## config.mk

```make
export PLATFORM = sky130hd
export DESIGN_NAME = mem_arbiter_flat
export DESIGN_NICKNAME = d
export VERILOG_FILES = /design/src/rtl/mem_arbiter_pkg.sv /design/src/rtl/mem_arbiter_if.sv /design/src/rtl/id_fifo.sv /design/src/rtl/mem_arbiter.sv /design/src/flat_wrapper.sv
export SDC_FILE = /design/constraint.sdc
export NUM_CORES = 1
export LEC_CHECK = 0
export ABC_AREA = 0
export CAP_MARGIN = 20
export CORE_AREA = 2 2 124 126
export CTS_CLUSTER_SIZE = 12
export DETAILED_ROUTE_END_ITERATION = 7
export DIE_AREA = 0 0 126 128
export SLEW_MARGIN = 15
export SYNTH_ARGS = -nofsm -noshare
export SYNTH_HDL_FRONTEND = slang
export SYNTH_SLANG_ARGS = --single-unit
```

## constraint.sdc

```tcl
create_clock -name clk_i -period 4.2 [get_ports clk_i]
set_input_delay 0.42 -clock clk_i [delete_from_list [all_inputs] [get_ports clk_i]]
set_output_delay 0.42 -clock clk_i [all_outputs]
set_load 0.01 [all_outputs]
```

## src/rtl/mem_arbiter_pkg.sv

```systemverilog
// Shared types for the two-master memory arbiter.
//   mst_id_t     : master identifier (1 bit)
//   MST_INSTR    : instruction port ID (0)
//   MST_DATA     : data port ID (1)
//   arb_state_t  : arbitration FSM states {ARB, HOLD}
package mem_arbiter_pkg;

  typedef logic mst_id_t;

  localparam mst_id_t MST_INSTR = 1'b0;
  localparam mst_id_t MST_DATA  = 1'b1;

  typedef enum logic {
    ARB  = 1'b0,
    HOLD = 1'b1
  } arb_state_t;

endpackage

```

## src/rtl/mem_arbiter_if.sv

```systemverilog
// Bundle of every bus signal around the memory arbiter.
//   m_*  : two requesting masters (index 0 = instruction, 1 = data)
//   s_*  : shared memory port
//   err_o: sticky protocol error
// Modports:
//   slave  : the arbiter's view (accepts master requests, drives memory port)
//   master : the environment's view (masters plus memory)
interface mem_arbiter_if #(
  parameter int unsigned ADDR_W = 32,
  parameter int unsigned DATA_W = 32
);
  localparam int unsigned BE_W = DATA_W / 8;

  logic [1:0]             m_req_i;
  logic [1:0][ADDR_W-1:0] m_addr_i;
  logic [1:0]             m_we_i;
  logic [1:0][BE_W-1:0]   m_be_i;
  logic [1:0][DATA_W-1:0] m_wdata_i;
  logic [1:0]             m_gnt_o;
  logic [1:0]             m_rvalid_o;
  logic [1:0][DATA_W-1:0] m_rdata_o;

  logic                   s_req_o;
  logic [ADDR_W-1:0]      s_addr_o;
  logic                   s_we_o;
  logic [BE_W-1:0]        s_be_o;
  logic [DATA_W-1:0]      s_wdata_o;
  logic                   s_gnt_i;
  logic                   s_rvalid_i;
  logic [DATA_W-1:0]      s_rdata_i;

  logic                   err_o;

  modport slave (
    input  m_req_i, m_addr_i, m_we_i, m_be_i, m_wdata_i,
    input  s_gnt_i, s_rvalid_i, s_rdata_i,
    output m_gnt_o, m_rvalid_o, m_rdata_o,
    output s_req_o, s_addr_o, s_we_o, s_be_o, s_wdata_o,
    output err_o
  );

  modport master (
    output m_req_i, m_addr_i, m_we_i, m_be_i, m_wdata_i,
    output s_gnt_i, s_rvalid_i, s_rdata_i,
    input  m_gnt_o, m_rvalid_o, m_rdata_o,
    input  s_req_o, s_addr_o, s_we_o, s_be_o, s_wdata_o,
    input  err_o
  );

endinterface

```

## src/rtl/id_fifo.sv

```systemverilog
// Small FIFO recording which master owns each outstanding transaction.
// Ports:
//   clk_i, rst_i : clock, asynchronous active-high reset
//   push_i       : write data_i (accepted when not full, or full with pop_i)
//   pop_i        : discard head entry (ignored when empty)
//   data_i       : entry to write
//   data_o       : head entry (undefined content when empty)
//   full_o       : count_o == DEPTH
//   empty_o      : count_o == 0
//   count_o      : number of stored entries
module id_fifo #(
  parameter int unsigned DEPTH = 2,
  parameter int unsigned WIDTH = 1,
  localparam int unsigned CNT_W = $clog2(DEPTH + 1)
) (
  input  logic             clk_i,
  input  logic             rst_i,
  input  logic             push_i,
  input  logic             pop_i,
  input  logic [WIDTH-1:0] data_i,
  output logic [WIDTH-1:0] data_o,
  output logic             full_o,
  output logic             empty_o,
  output logic [CNT_W-1:0] count_o
);

  localparam int unsigned PTR_W = (DEPTH > 1) ? $clog2(DEPTH) : 1;

  typedef logic [PTR_W-1:0] ptr_t;
  typedef logic [CNT_W-1:0] cnt_t;

  logic [WIDTH-1:0] mem [DEPTH];
  ptr_t             wptr_q;
  ptr_t             rptr_q;
  cnt_t             count_q;
  logic             wr_en;
  logic             rd_en;

  // Pointers wrap at DEPTH, which need not be a power of two.
  function automatic ptr_t bump(input ptr_t p);
    return (p == ptr_t'(DEPTH - 1)) ? '0 : p + ptr_t'(1);
  endfunction

  assign full_o  = (count_q == cnt_t'(DEPTH));
  assign empty_o = (count_q == '0);
  assign count_o = count_q;
  assign data_o  = mem[rptr_q];

  // A push into a full FIFO is legal when the head leaves in the same cycle.
  assign wr_en = push_i && (!full_o || pop_i);
  assign rd_en = pop_i && !empty_o;

  always_ff @(posedge clk_i or posedge rst_i) begin
    if (rst_i) begin
      wptr_q  <= '0;
      rptr_q  <= '0;
      count_q <= '0;
      for (int unsigned i = 0; i < DEPTH; i++) begin
        mem[i] <= '0;
      end
    end else begin
      if (wr_en) begin
        mem[wptr_q] <= data_i;
        wptr_q      <= bump(wptr_q);
      end
      if (rd_en) begin
        rptr_q <= bump(rptr_q);
      end
      unique case ({wr_en, rd_en})
        2'b10:   count_q <= count_q + cnt_t'(1);
        2'b01:   count_q <= count_q - cnt_t'(1);
        default: count_q <= count_q;
      endcase
    end
  end

endmodule

```

## src/rtl/mem_arbiter.sv

```systemverilog
// Two-master round-robin arbiter onto a single pipelined memory port.
// Zero added latency: requests and responses pass through combinationally;
// an ID FIFO routes each response back to the master that was granted.
// Ports:
//   clk_i : clock (rising edge)
//   rst_i : asynchronous active-high reset
//   bus   : mem_arbiter_if.slave -- master request/grant/response lanes,
//           shared memory request port and sticky err_o
module mem_arbiter
  import mem_arbiter_pkg::*;
#(
  parameter int unsigned ADDR_W  = 32,
  parameter int unsigned DATA_W  = 32,
  parameter int unsigned MAX_OUT = 2
) (
  input  logic          clk_i,
  input  logic          rst_i,
  mem_arbiter_if.slave  bus
);

  localparam int unsigned BE_W  = DATA_W / 8;
  localparam int unsigned CNT_W = $clog2(MAX_OUT + 1);

  arb_state_t        state_q, state_d;
  mst_id_t           rr_q, rr_d;
  mst_id_t           held_q, held_d;
  logic              err_q, err_d;
  mst_id_t           sel;

  logic              sel_req;
  logic              can_issue;
  logic              s_req;
  logic              grant;
  logic              pop;
  logic              orphan;

  logic              fifo_full;
  logic              fifo_empty;
  logic [CNT_W-1:0]  fifo_count;
  mst_id_t           head_id;

  logic [ADDR_W-1:0] sel_addr;
  logic [BE_W-1:0]   sel_be;
  logic [DATA_W-1:0] sel_wdata;

  // Master selection: frozen in HOLD, otherwise the sole requester, or rr
  // when both (or neither) request.
  always_comb begin
    sel = rr_q;
    if (state_q == HOLD) begin
      sel = held_q;
    end else if (bus.m_req_i == 2'b01) begin
      sel = MST_INSTR;
    end else if (bus.m_req_i == 2'b10) begin
      sel = MST_DATA;
    end
  end

  assign sel_req   = bus.m_req_i[sel];
  // A full FIFO may still accept a new ID when a response retires one now.
  assign can_issue = !fifo_full || bus.s_rvalid_i;
  assign s_req     = sel_req && can_issue && !rst_i;
  assign grant     = s_req && bus.s_gnt_i;
  assign pop       = bus.s_rvalid_i && !fifo_empty && !rst_i;
  assign orphan    = bus.s_rvalid_i && fifo_empty;

  assign sel_addr  = bus.m_addr_i[sel];
  assign sel_be    = bus.m_be_i[sel];
  assign sel_wdata = bus.m_wdata_i[sel];

  assign bus.s_req_o   = s_req;
  assign bus.s_addr_o  = sel_addr;
  assign bus.s_we_o    = bus.m_we_i[sel];
  assign bus.s_be_o    = sel_be;
  assign bus.s_wdata_o = sel_wdata;
  assign bus.err_o     = err_q;

  always_comb begin
    bus.m_gnt_o      = '0;
    bus.m_gnt_o[sel] = grant;
  end

  always_comb begin
    bus.m_rvalid_o          = '0;
    bus.m_rvalid_o[head_id] = pop;
  end

  always_comb begin
    bus.m_rdata_o[0] = bus.s_rdata_i;
    bus.m_rdata_o[1] = bus.s_rdata_i;
  end

  id_fifo #(
    .DEPTH (MAX_OUT),
    .WIDTH (1)
  ) u_id_fifo (
    .clk_i   (clk_i),
    .rst_i   (rst_i),
    .push_i  (grant),
    .pop_i   (pop),
    .data_i  (sel),
    .data_o  (head_id),
    .full_o  (fifo_full),
    .empty_o (fifo_empty),
    .count_o (fifo_count)
  );

  always_comb begin
    state_d = state_q;
    held_d  = held_q;
    rr_d    = rr_q;
    err_d   = err_q;

    if (grant) begin
      rr_d = ~rr_q;
    end
    if (orphan) begin
      err_d = 1'b1;
    end

    unique case (state_q)
      ARB: begin
        if (s_req && !bus.s_gnt_i) begin
          state_d = HOLD;
          held_d  = sel;
        end
      end
      HOLD: begin
        if (!bus.m_req_i[held_q]) begin
          state_d = ARB;
          err_d   = 1'b1;
        end else if (grant) begin
          state_d = ARB;
        end
      end
      default: state_d = ARB;
    endcase
  end

  always_ff @(posedge clk_i or posedge rst_i) begin
    if (rst_i) begin
      state_q <= ARB;
      rr_q    <= MST_INSTR;
      held_q  <= MST_INSTR;
      err_q   <= 1'b0;
    end else begin
      state_q <= state_d;
      rr_q    <= rr_d;
      held_q  <= held_d;
      err_q   <= err_d;
    end
  end

  a_count_bound: assert property (@(posedge clk_i) disable iff (rst_i)
    32'(fifo_count) <= MAX_OUT);

  a_gnt_onehot: assert property (@(posedge clk_i) disable iff (rst_i)
    $onehot0(bus.m_gnt_o));

endmodule

```

## src/flat_wrapper.sv

```systemverilog
// flat-port wrapper written by rule: the top's interface ports become plain ports
module mem_arbiter_flat import mem_arbiter_pkg::*;
#(
  parameter int unsigned ADDR_W  = 32,
  parameter int unsigned DATA_W  = 32,
  parameter int unsigned MAX_OUT = 2
)
  (clk_i, rst_i, bus_m_req_i, bus_m_addr_i, bus_m_we_i, bus_m_be_i, bus_m_wdata_i, bus_s_gnt_i, bus_s_rvalid_i, bus_s_rdata_i, bus_m_gnt_o, bus_m_rvalid_o, bus_m_rdata_o, bus_s_req_o, bus_s_addr_o, bus_s_we_o, bus_s_be_o, bus_s_wdata_o, bus_err_o);
  mem_arbiter_if #(.ADDR_W(ADDR_W), .DATA_W(DATA_W)) bus_i ();
  input  logic clk_i;
  input  logic rst_i;
  input wire logic [$bits(bus_i.m_req_i)-1:0] bus_m_req_i;
  input wire logic [$bits(bus_i.m_addr_i)-1:0] bus_m_addr_i;
  input wire logic [$bits(bus_i.m_we_i)-1:0] bus_m_we_i;
  input wire logic [$bits(bus_i.m_be_i)-1:0] bus_m_be_i;
  input wire logic [$bits(bus_i.m_wdata_i)-1:0] bus_m_wdata_i;
  input wire logic [$bits(bus_i.s_gnt_i)-1:0] bus_s_gnt_i;
  input wire logic [$bits(bus_i.s_rvalid_i)-1:0] bus_s_rvalid_i;
  input wire logic [$bits(bus_i.s_rdata_i)-1:0] bus_s_rdata_i;
  output wire logic [$bits(bus_i.m_gnt_o)-1:0] bus_m_gnt_o;
  output wire logic [$bits(bus_i.m_rvalid_o)-1:0] bus_m_rvalid_o;
  output wire logic [$bits(bus_i.m_rdata_o)-1:0] bus_m_rdata_o;
  output wire logic [$bits(bus_i.s_req_o)-1:0] bus_s_req_o;
  output wire logic [$bits(bus_i.s_addr_o)-1:0] bus_s_addr_o;
  output wire logic [$bits(bus_i.s_we_o)-1:0] bus_s_we_o;
  output wire logic [$bits(bus_i.s_be_o)-1:0] bus_s_be_o;
  output wire logic [$bits(bus_i.s_wdata_o)-1:0] bus_s_wdata_o;
  output wire logic [$bits(bus_i.err_o)-1:0] bus_err_o;
  assign bus_i.m_req_i = bus_m_req_i;
  assign bus_i.m_addr_i = bus_m_addr_i;
  assign bus_i.m_we_i = bus_m_we_i;
  assign bus_i.m_be_i = bus_m_be_i;
  assign bus_i.m_wdata_i = bus_m_wdata_i;
  assign bus_i.s_gnt_i = bus_s_gnt_i;
  assign bus_i.s_rvalid_i = bus_s_rvalid_i;
  assign bus_i.s_rdata_i = bus_s_rdata_i;
  assign bus_m_gnt_o = bus_i.m_gnt_o;
  assign bus_m_rvalid_o = bus_i.m_rvalid_o;
  assign bus_m_rdata_o = bus_i.m_rdata_o;
  assign bus_s_req_o = bus_i.s_req_o;
  assign bus_s_addr_o = bus_i.s_addr_o;
  assign bus_s_we_o = bus_i.s_we_o;
  assign bus_s_be_o = bus_i.s_be_o;
  assign bus_s_wdata_o = bus_i.s_wdata_o;
  assign bus_err_o = bus_i.err_o;
  mem_arbiter #(.ADDR_W(ADDR_W), .DATA_W(DATA_W), .MAX_OUT(MAX_OUT)) u_core (.clk_i(clk_i), .rst_i(rst_i), .bus(bus_i));
endmodule
```

Word level (Yosys, flattened, before mapping)
Cells that the tools add are included.
Storage, ports and cells
  register bits after elaboration: 10
  latch bits: 0
  memory bits (writable): 0
  ROM bits: 0
  input bits: 176
  output and inout port bits: 139
  word-level logic and storage cells: 88
  memories: 0
Operators by class
  add/sub/neg operators: 4
  multipliers: 0
  divide/modulo/power cells: 0
  order comparisons: 8
  equality and inequality tests: 5
  shifts and indexed selects: 0
  multiplexer cells: 35
  bitwise operators: 6
  reduce and logical (&&, ||, !) cells: 21
Operator list (count)
  32-bit 2-to-1 mux: 4
  1-bit 2-to-1 mux: 23
  1-bit logical AND: 12
  4-bit 2-to-1 mux: 2
  2-bit equality test, second input constant: 3
  1-bit by 2-bit less-than comparator with 1-bit output, second input constant: 3
  2-bit AND: 2
  2-bit by 1-bit equality test with 1-bit output, second input constant: 2
  2-bit >= comparator, second input constant: 2
  1-bit logical NOT: 4
  1-bit NOT with 2-bit output: 2
  2-bit case mux with 2 select lines: 1
  1-bit demux with 1-bit select: 3
  1-bit adder, second input constant: 2
  2-bit by 1-bit adder with 2-bit output, second input constant: 1
  2-bit bitwise mux: 1
  1-bit >= comparator, second input constant: 2
  2-bit logical NOT: 1
  1-bit logical OR: 2
  2-bit by 1-bit less-than comparator with 1-bit output, second input constant: 1
  1-bit NOT: 2
  1-bit case mux with 2 select lines: 1
  2-bit AND reduction: 1
  2-bit nonzero test: 1
  2-bit by 1-bit subtractor with 2-bit output, second input constant: 1

Logic depth before layout (Yosys ltp)
  word-level depth: 12
  depth in mapped cells: 7
  mapped depth without buffers: 7

By module
From an unflattened synthesis, not the netlist that was laid out.
Unflattened totals
  cells, all modules: 202
  area, all modules: 2249.7 um2
By module, submodules not included
  mem_arbiter: times used 1, cells an instance 176, area an instance 1951.9 um2, seq. area each 100.1 um2
  id_fifo: times used 1, cells an instance 26, area an instance 297.8 um2, seq. area each 150.1 um2

Worst setup path after synthesis
No wires, ideal clock.
  path type: reg-to-output
  from: reg u_core.state_q
  to: out bus_s_addr_o[10]
  arrival: 1.396 ns
  required time: 3.780 ns
  setup slack: 2.384 ns
  cell stages (with the launch flop): 6
  path buffers: 2
  cells stage by stage: dfrtp_1 > o21bai_2 > o21ai_2 > buf_6 > buf_6 > mux2_4
On the way
  cells in the longest elaborated chain, start to end: 3
RTL lines
  from (decl): line mem_arbiter.sv:24  | arb_state_t state_q, state_d;
  from (signal assigned): line mem_arbiter.sv:147  | state_q <= state_d;
  1-bit 2-to-1 mux: line mem_arbiter.sv:50  | if (state_q == HOLD) begin
  32-bit 2-to-1 mux (implied by the code) (2 in a row): line mem_arbiter.sv:67  | assign sel_addr = bus.m_addr_i[sel];
  to (decl): line flat_wrapper.sv:24  | output wire logic [$bits(bus_i.s_addr_o)-1:0] bus_s_addr_o;
No other way between the ends. The select of a mux whose other input is x is not followed.

Final worst setup path
  from: in bus_m_req_i[0]
  to: out bus_s_wdata_o[25]
On the way
  cells in the longest elaborated chain, start to end: 6
  elaborated cells between the ends (all ways): 7
  those cells by class: eq/ne: 2; mux: 5
RTL lines
  from (decl): line flat_wrapper.sv:12  | input wire logic [$bits(bus_i.m_req_i)-1:0] bus_m_req_i;
  2-bit equality test: line mem_arbiter.sv:54  | end else if (bus.m_req_i == 2'b10) begin
  1-bit 2-to-1 mux: line mem_arbiter.sv:54
  1-bit 2-to-1 mux *: line mem_arbiter.sv:52  | end else if (bus.m_req_i == 2'b01) begin
  1-bit 2-to-1 mux *: line mem_arbiter.sv:50
  32-bit 2-to-1 mux (implied by the code) * (2 in a row): line mem_arbiter.sv:69  | assign sel_wdata = bus.m_wdata_i[sel];
  to (decl): line flat_wrapper.sv:27  | output wire logic [$bits(bus_i.s_wdata_o)-1:0] bus_s_wdata_o;
Every way passes the cells marked *; elsewhere a longest branch is shown, timed or not. The select of a mux whose other input is x is not followed.

==> metrics <==
busiest grt layer met2; Peak VDD IR between 0.4 and 0.5 mV; antenna cells 0; Worst Path Arrival about 2.7 ns; DRC violations left 0; setup slack at placement 1.06 ns; Worst-Margin Slew 0.544 ns; Initial Util 0.140; Post-Syn Area 2080 um2; TNS Setup 0 ns; Synth Flop Type dfrtp_1; first-pass GRT wire length roughly 14 mm; Final #Nets 523; RSZ-0062 raised after global routing false; worst hold slack between 0.4 and 0.5 ns; commonest non-fill, non-tap cell in the layout clkdlybuf4s50_1; Syn Area/Cell 10.7 um2; DP Wirelength 8.66 mm; syn_nets 371; Starting DRT DRC Count 59; Slew Viols, Final 0; total of warnings raised by yosys 0; # hold bufs at CTS 0; routed wire length ~10 mm; IO Port Bufs 218; CTS root buffer clkbuf_16; setup ws final 1.07 ns; Unique masters post-synth 31; Fillers about 1,600; WS Path Type input port to output pin; Layout Cells excl Fill around 530; Worst-path clk slew ~0.04 ns; Worst EP required between 3 and 4 ns; Tcrit/Tclk final 0.745; core area between 10,000 and 15,000 um2; Hold Crit Class flip-flop to flip-flop; Clock Tree Buf Depth 2; Clock Latency Late Sink 0.24 ns; Gate Count Post-Synth 194; Yosys reg bits 10; Num CTS Buffers 3; placed cell areas between 3000 and 4000 um2; grt ovf 0; critical path capture point type output pin; Layout Skew 0.00199 ns; GR Util met1 0.147; Chip Height 128 um; GRT Total Usage 0.117; crit start category input port; Placed Cells 529; design area 4050 um2; share of cells above drive strength 1 0.229; most frequent cells in the layout clkdlybuf4s50_1 (218), mux2_4 (55), mux2_2 (16), dfrtp_1 (10), nor2_1 (8); initial antenna violation count 1; final count of negative-setup-slack endpoints 0; fin crit period 3.13 ns; Relative slew margins 0.637; Pleak 1.63 nW; CTS tree yes; Final Util 0.273; Tot Pwr between 1.5 and 2 mW; Final ANT Viol Nets 0; I/O Pins 315; status complete, no violations; die area 16,100 um2; M2 GR Usage 0.183; Post-synth EDFFs 0; vias 1,977; Gates resized, CTS repair 0; Post-synth ARST share 1.00; power per cell area 437 nW/um2; FP Rows 45; Vias/cell roughly 3.7; DIE WIDTH 126 um; CTS Sinks 10; number of global-route vias before repair 2,088; Max Cap Violations 0; Routed WL per cell 19.3 um; largest net degree at the start of global routing 75; f_max 320 MHz; synthesis-to-layout area growth 94.5%; H-tree lvl count 1; drt pass-1 iters 4; final hold violation count 0; CP max FO 74; post-synthesis sequential area ratio 0.120; M3 GR Usage 0.0626; placer congestion estimate 0.805; post-CTS setup buffer count 0
metal layers:
metal,wire (um),part of all wire,vias to the layer above
li1,-,-,906
met1,4220,0.41,887
met2,4670,0.45,175
met3,1300,0.13,7
met5,12,0.0012,-
met4,59,0.0057,2
layout make-up:
type                            instances  area (um2)  share of cell area
Clock buffer                            4        88.8              0.0219
Tap cell                              188         235              0.0580
Inverter                                3        11.3             0.00278
Timing Repair Buffer                  219        2200               0.543
Sequential cell                        10         250              0.0617
Multi-Input combinational cell        109        1270               0.312
critical path, cell delays in order:
cell,delay [ns]
clkdlybuf4s50_1,0.49
inv_2,0.10
o21bai_2,0.09
o21ai_4,0.17
buf_12,0.39
mux2_2,0.44
clkdlybuf4s50_1,0.51
flip-flops by register name (all words and copies together) (netlist names):
name	flops
u_core.u_id_fifo.count_o	2
u_core.rr_q	1
u_core.held_q	1
u_core.bus.err_o	1
u_core.u_id_fifo.rptr_q	1
u_core.u_id_fifo.mem	2
u_core.state_q	1
u_core.u_id_fifo.wptr_q	1
cells by family after synthesis:
family / Yosys count / synth area share
flip-flops: 10 / 0.120
XOR/XNOR: 6 / 0.0252
adder cells (fa/ha/maj): 1 / 0.00600
AND/OR/NAND/NOR: 19 / 0.0462
AO/OA/AOI/OAI: 10 / 0.0336
buffers and inverters: 75 / 0.276
multiplexers: 73 / 0.493
synthesized netlist by cell type (2+ instances only):
library cell	n	area (um2)
mux2_2	16	180
xnor2_1	5	43.8
a21oi_1	3	15.0
dfrtp_1	10	250
nor2b_1	2	12.5
buf_6	7	78.8
mux2_4	55	826
inv_1	2	7.51
nand2_1	2	7.51
nor2_1	8	30.0
buf_4	64	480
power by group:
group	switching, mW	total, mW	internal (mW)
combinational	0.524	1.40	0.880
sequential	0.0400	0.179	0.139
clock	0.0452	0.188	0.143
worst paths after layout:
path / start / endpoint / slack, ns / cells past startpoint
max: bus_m_req_i[0] / bus_s_wdata_o[25] / 1.07 / 7
min: u_core.u_id_fifo.rptr_q / u_core.u_id_fifo.rptr_q / 0.50 / 1
max reg2reg: u_core.u_id_fifo.count_o[1] / u_core.u_id_fifo.count_o[1] / 2.27 / 6
min reg2reg: u_core.u_id_fifo.rptr_q / u_core.u_id_fifo.rptr_q / 0.50 / 1
max in group asynchronous: rst_i / u_core.u_id_fifo.mem[1] / 3.34 / 2
min in group asynchronous: rst_i / u_core.held_q / 0.55 / 2
Note: power is estimated with default switching activity, not from simulation.
